<file path="src/rtl/eight_reg_16bits.sv">
// -----------------------------------------------------------------------------
// eight_reg_16bits
//
// Operand register bank for the multi-cycle 16-bit RISC datapath: eight
// 16-bit general-purpose registers (R0..R7, all writable, R0 is not tied to
// zero) with one synchronous write port and two independent combinational
// read ports.
//
// Ports
//    clk           system clock, registers update on its rising edge
//    rst_n         asynchronous active-low reset, clears R0..R7
//    Write_enable  write strobe, sampled at the rising edge of clk
//    Write_addr    destination register index (0..7)
//    Write_data    value stored into R[Write_addr]
//    ReadA_addr    register index driven onto ReadA_data
//    ReadB_addr    register index driven onto ReadB_data
//    ReadA_data    R[ReadA_addr], combinational
//    ReadB_data    R[ReadB_addr], combinational
//
// Reads are taken straight from the register outputs with no write bypass, so
// a read of the register being written shows the old value until the edge.
// -----------------------------------------------------------------------------
module eight_reg_16bits (
   input  logic        clk,
   input  logic        rst_n,
   input  logic        Write_enable,
   input  logic [2:0]  Write_addr,
   input  logic [15:0] Write_data,
   input  logic [2:0]  ReadA_addr,
   input  logic [2:0]  ReadB_addr,
   output logic [15:0] ReadA_data,
   output logic [15:0] ReadB_data
);

   // Packed view of all eight registers, used only by the read muxes.
   logic [7:0][15:0] regs_flat;

   genvar gi;
   generate
      for (gi = 0; gi < 8; gi++) begin : g_reg
         logic        sel;
         logic [15:0] reg_d;
         logic [15:0] reg_q;

         // Address decode is qualified by the strobe, so whatever sits on
         // Write_addr/Write_data while disabled cannot reach the register.
         assign sel = Write_enable && (Write_addr == 3'(gi));

         always_comb begin
            reg_d = reg_q;
            if (sel) begin
               reg_d = Write_data;
            end
         end

         always_ff @(posedge clk or negedge rst_n) begin
            if (!rst_n) begin
               reg_q <= 16'h0000;
            end else begin
               reg_q <= reg_d;
            end
         end

         assign regs_flat[gi] = reg_q;
      end
   endgenerate

   assign ReadA_data = regs_flat[ReadA_addr];
   assign ReadB_data = regs_flat[ReadB_addr];

endmodule

</file>
<file path="config.mk">
export PLATFORM = sky130hd
export DESIGN_NAME = eight_reg_16bits
export DESIGN_NICKNAME = d
export VERILOG_FILES = /design/src/rtl/eight_reg_16bits.sv
export SDC_FILE = /design/constraint.sdc
export NUM_CORES = 1
export LEC_CHECK = 0
export BUFFER_PORTS_ARGS = -buffer_cell sky130_fd_sc_hd__buf_4
export CORE_MARGIN = 3
export CORE_UTILIZATION = 35
export CTS_CLUSTER_SIZE = 8
export DETAILED_ROUTE_END_ITERATION = 8
export SLEW_MARGIN = 20
export SYNTH_ARGS = -nofsm -noshare
export SYNTH_HDL_FRONTEND = slang
export SYNTH_SLANG_ARGS = --single-unit
</file>
<file path="constraint.sdc">
create_clock -name clk -period 2.4 [get_ports clk]
set_input_delay 0.48 -clock clk [delete_from_list [all_inputs] [get_ports clk]]
set_output_delay 0.48 -clock clk [all_outputs]
set_load 0.03 [all_outputs]
</file>
==> impl_metrics.toml, run 1 <==
[timing]
period_minus_slack_ps = 2310
hold_ws_ps = 72.0
layout_setup_ws_ps = 91.1
setup_tns_ps = 0
period_share = 0.962
worstMarginPinSlew_ps = 910
finalClockSkew_ps = 0
relSlewSlack = 0.391
finalSetupViolCount = 0
rsz0062_at_grt = "no"
max_freq_ghz = 0.433
finalHoldViolCount = 0
slew_viol_final = 0

[finish]
areaGrowthSynthToFinish_pct = 19.6
num-nets-final = 483
finish.utilization = 0.429
drive_above_1_share = 0.596
reg.largest.list = "g.reg_q: 128 flops"
final_area_mm2 = 0.00837
top_register = "g.reg_q"
largest_reg_flops = 128
antenna_cells = 0

[power]
p_seq_frac = 0.402
p_leak_nw = 3.63
p_int_w = 0.00531
power_switching_w = 0.00202
p_sw_frac = 0.276
combPwrFrac = 0.273
max-vdd-ir-drop_v = 0.000677
power_per_cell_area_mw_per_mm2 = 876
clkPwrFrac = 0.325

[synthesis]
synth_ff_type = "dfrtp_1"
syn-mean-instance-area_um2 = 17.8
synth_most_common_cell = "mux2_2"
syn_nets = 421
synth-warning-count = 0
syn_area_mm2 = 0.00700
yosys-top-cells-count = "160 x mux2_2, 128 x dfrtp_1, 56 x mux4_1"
ys_seq_elements = 128
synth-seq-area-share = 0.458
synth_top_area_share = 0.458
synth.area.top_cells = "dfrtp_1 46%, mux2_2 26%, mux4_1 21%"
synth_edf_count = 0
synth_top_cell_by_area = "dfrtp_1"
yosysUniqueCellTypes = 15
synthArstFlopShare = 1.00
netlist_instances = 393

[clocking]
root_buffer = "clkbuf_16"
cts.sinks = 128
cts_buffer_depth = 2
holdBufCountCts = 0
cts_tree = "yes"
worstSkewPairLatency_ps = 410
cts_resized = 0
cts.clk_slew.worst_paths_ps = 50
cts_made_buffers = 17
cts_setup_buffers = 0
ctsHtreeMaxLevel = 4

[grt]
grt-busiest-layer = "met2"
use_met1 = 0.205
met3_usage = 0.0374
gr-usage-met2 = 0.275
first_global_vias = 4364
grt_antenna_before_repair = 0
overflow = 0
grtUsageTotal = 0.160
grt_max_degree = 47
grt_pass1_wl_um = 25800

[routing]
drt_iter0_markers = 184
wl_per_cell_um = 22.6
ant_nets = 0
drtPass1Iterations = 4
routed_wl_um = 16500
num_vias = 4003
vias_per_cell = 5.46
drc = 0

[critical_path]
regToRegSetupSlack_ps = 1600
crit_chain = "buf_4 > buf_12 > mux4_1 > mux2_2 > buf_4"
path_max_fanout = 16
cp-end-kind = "primary output"
cp-start-kind = "input pin"
cp_top_family = "multiplexers"
cp_common_cell = "buf_4"
timing.critical_path.slowest_stage_cell = "mux4_1"
path_buf_inv = 3
crit_required_ps = 1920
worstPathArrival_ps = 1830
critical_path_class = "input pin to primary output"
cp_slowest_stage_delay_ps = 560

[floorplanning]
io_pins = 60
start_util = 0.359
dieHeight_um = 147
core-area_mm2 = 0.0195
die_w_um = 147
num_rows = 51
die_area_mm2 = 0.0217

[place]
placedInstanceArea_mm2 = 0.00782
pre_cts_slack_ps = 81.5
dp_hpwl_um = 10100
place_congestion = 0.698
io_buffers = 59

[worst_hold_path]
hold_class = "input pin to asynchronous set/reset pin"

[run_status]
status = "finished clean"

[job]
cap_violations = 0
## cell families after synthesis
kind of cell,count (synthesis),synth area share
flops,128,0.458
mux,224,0.493
simple gates,8,0.0163
buf+inv,33,0.0329
## metal layers
layer,wire length (um),vias to the layer above
li1,-,1738
met1,7320,2170
met2,8450,78
met3,559,17
met4,214,0
met5,0,-
## layout by cell type (no fill, tap or decap)
cell type | netlist | layout
dfrtp_1 | 128 | 128
bufinv_16 | 0 | 1
buf_4 | 5 | 67
clkbuf_1 | 1 | 5
mux4_1 | 56 | 56
nand4_2 | 1 | 1
mux2_2 | 160 | 160
and4bb_2 | 1 | 1
buf_12 | 0 | 9
clkbuf_16 | 0 | 17
nor4b_4 | 1 | 1
clkinv_2 | 0 | 5
clkbuf_8 | 0 | 4
nor4bb_4 | 0 | 2
nand4b_2 | 3 | 3
mux4_2 | 8 | 8
## worst paths after layout
| path | depth (start not counted) | to | startpoint |
|---|---|---|---|
| worst max-delay path | 5 | ReadA_data[4] | ReadA_addr[0] |
| worst min-delay path | 1 | g_reg[6].reg_q[12]$_DFFE_PN0P_ | rst_n |
| worst max register to register | 1 | g_reg[5].reg_q[1]$_DFFE_PN0P_ | g_reg[5].reg_q[1]$_DFFE_PN0P_ |
| worst min register to register | 1 | g_reg[3].reg_q[7]$_DFFE_PN0P_ | g_reg[3].reg_q[7]$_DFFE_PN0P_ |
| max in group asynchronous | 2 | g_reg[0].reg_q[2]$_DFFE_PN0P_ | rst_n |
| min in group clk | 2 | g_reg[7].reg_q[5]$_DFFE_PN0P_ | Write_data[5] |
## power groups by stage
stage / logic [W] / registers (W) / clock network (W)
floorplan: 0.00147 / 0.00286 / 0
global placement: 0.00199 / 0.00293 / 0
detailed placement: 0.00203 / 0.00298 / 0
CTS: 0.00204 / 0.00295 / 0.00246
global route: 0.00215 / 0.00302 / 0.00257
finish: 0.00200 / 0.00295 / 0.00239
## metrics by stage
step                      instances  power (W)
after floorplan                 393    0.00433
after global placement          701    0.00492
after detailed placement        701    0.00501
after CTS                       733    0.00744
after global routing            733    0.00774
final                           733    0.00734
## final cells by class
type / count / area, um2
clock buffer: 26 / 499
tap: 265 / 332
fill: 1794 / 11200
timing repair buffer: 76 / 683
sequential: 128 / 3200
multi-input combinational: 232 / 3600
clock inverter: 6 / 55.1
(Power assumes the default switching activity.)
==> run 2, diff against run 1 <==
REMOVE_ABC_BUFFERS = 1   (was not set)
==> impl_metrics.toml, run 2 (synthesized netlist as in run 1, its figures left out) <==
[place]
dp_hpwl_um = 10100
place_congestion = 0.699
io_buffers = 59

[finish]
finish.utilization = 0.431
antenna_cells = 0
num-nets-final = 481
areaGrowthSynthToFinish_pct = 20.2
reg.largest.list = "g.reg_q: 128 flops"
final_common_cell = "mux2_2"
multiInputGateArea_mm2 = 0.00360
top_register = "g.reg_q"
num-fill-cells = 1753
largest_reg_flops = 128
seq_area_mm2 = 0.00320
final_cell_mix = "160 x mux2_2, 128 x dfrtp_1, 65 x buf_4"
drive_above_1_share = 0.597

[critical_path]
worstPathArrival_ps = 1860
cp_slowest_stage_delay_ps = 580
cp-start-kind = "input pin"
timing.critical_path.slowest_stage_cell = "mux4_1"
path_buf_inv = 3
crit_required_ps = 1920
critical_path_class = "input pin to primary output"
cp_top_family = "multiplexers"
crit_chain = "buf_4 > buf_12 > mux4_1 > mux2_2 > buf_4"
path_max_fanout = 16
cp-end-kind = "primary output"
cp_common_cell = "buf_4"

[power]
clkPwrFrac = 0.354
power_switching_w = 0.00211
p_int_w = 0.00557
p_leak_nw = 3.64
p_sw_frac = 0.275
max-vdd-ir-drop_v = 0.000509
power_per_cell_area_mw_per_mm2 = 913
combPwrFrac = 0.260
p_seq_frac = 0.385

[floorplanning]
die_w_um = 147
io_pins = 60
dieHeight_um = 147
start_util = 0.359
die_area_mm2 = 0.0217
num_rows = 51
core-area_mm2 = 0.0195

[timing]
setup_tns_ps = 0
finalSetupViolCount = 0
period_share = 0.974
slew_viol_final = 0
max_freq_ghz = 0.428
period_minus_slack_ps = 2340
worstMarginPinSlew_ps = 836
relSlewSlack = 0.441
finalHoldViolCount = 0
rsz0062_at_grt = "no"
finalClockSkew_ps = 0

[routing]
ant_nets = 0
routed_wl_um = 16500
wl_per_cell_um = 22.5
num_vias = 3985
vias_per_cell = 5.45
drc = 0
drt_iter0_markers = 114
drtPass1Iterations = 4

[clocking]
cts_resized = 0
cts_made_buffers = 17
cts.sinks = 128
ctsHtreeMaxLevel = 4
cts_buffer_depth = 2
worstSkewPairLatency_ps = 420
cts_tree = "yes"
cts.clk_slew.worst_paths_ps = 60
root_buffer = "clkbuf_16"

[grt]
grt_max_degree = 40
grt_pass1_wl_um = 25800
grtUsageTotal = 0.158
grt_antenna_before_repair = 0
first_global_vias = 4263
overflow = 0

[job]
cap_violations = 0

[run_status]
status = "finished clean"

[worst_hold_path]
hold_class = "input pin to register"
==> run 2: cell count changes in the layout (fill, tap and decap cells not counted) <==
cell,change
bufinv_16,+3
clkinv_4,+1
clkbuf_8,-2
dlygate4sd3_1,+1
clkbuf_1,-2
clkinvlp_4,+2
buf_4,-2
clkinv_2,-2
buf_12,-1
==> run 2: timing repair <==
action	in CTS	in global routing
hold buffers	1	0
endpoints found under the setup margin	0	0
hold endpoints to repair	21	0
buffers inserted	0	0
==> run 2: per-stage QoR <==
stage,hold slack (ps),cell area [um2],std cells,total power [W],setup WS (ps)
floorplan,184,6770,360,0.00426,-280
global placement,413,7780,698,0.00492,75.4
detailed placement,418,7780,698,0.00502,66.2
CTS,334,8410,731,0.00778,53.0
global route,347,8410,731,0.00803,36.0
finish,351,8410,731,0.00768,61.6
==> run 2: path summary, 6_finish.rpt <==
kind | start | to | slack (ps) | cells after the start
max | ReadB_addr[0] | ReadB_data[12] | 60 | 5
min | Write_data[6] | g_reg[5].reg_q[6]$_DFFE_PN0P_ | 350 | 2
max reg2reg | g_reg[6].reg_q[3]$_DFFE_PN0P_ | g_reg[6].reg_q[3]$_DFFE_PN0P_ | 1600 | 1
min reg2reg | g_reg[1].reg_q[2]$_DFFE_PN0P_ | g_reg[1].reg_q[2]$_DFFE_PN0P_ | 510 | 1
max in group asynchronous | rst_n | g_reg[2].reg_q[12]$_DFFE_PN0P_ | 1150 | 3
min in group asynchronous | rst_n | g_reg[7].reg_q[2]$_DFFE_PN0P_ | 530 | 2
==> run 2: routing by layer <==
layer | wire (um) | track usage | share of wire
met3 | 515 | 0.0411 | 0.031
met5 | 0 | 0 | 0
met4 | 193 | 0.0433 | 0.012
met1 | 7200 | 0.198 | 0.44
met2 | 8560 | 0.272 | 0.52
==> run 2: power groups by stage <==
| stage | sequential [W] | clock, W | combinational [W] |
|---|---|---|---|
| floorplan | 0.00286 | 0 | 0.00140 |
| global placement | 0.00294 | 0 | 0.00198 |
| detailed placement | 0.00299 | 0 | 0.00202 |
| CTS | 0.00296 | 0.00278 | 0.00204 |
| global route | 0.00303 | 0.00287 | 0.00213 |
| finish | 0.00296 | 0.00272 | 0.00200 |
==> run 2: cell type report <==
cell class                      count  share of cell area
Clock buffer                       22              0.0552
Clock inverter                     10              0.0189
Timing Repair Buffer               74              0.0782
Tap cell                          265              0.0394
Multi-Input combinational cell    232               0.428
Sequential cell                   128               0.381
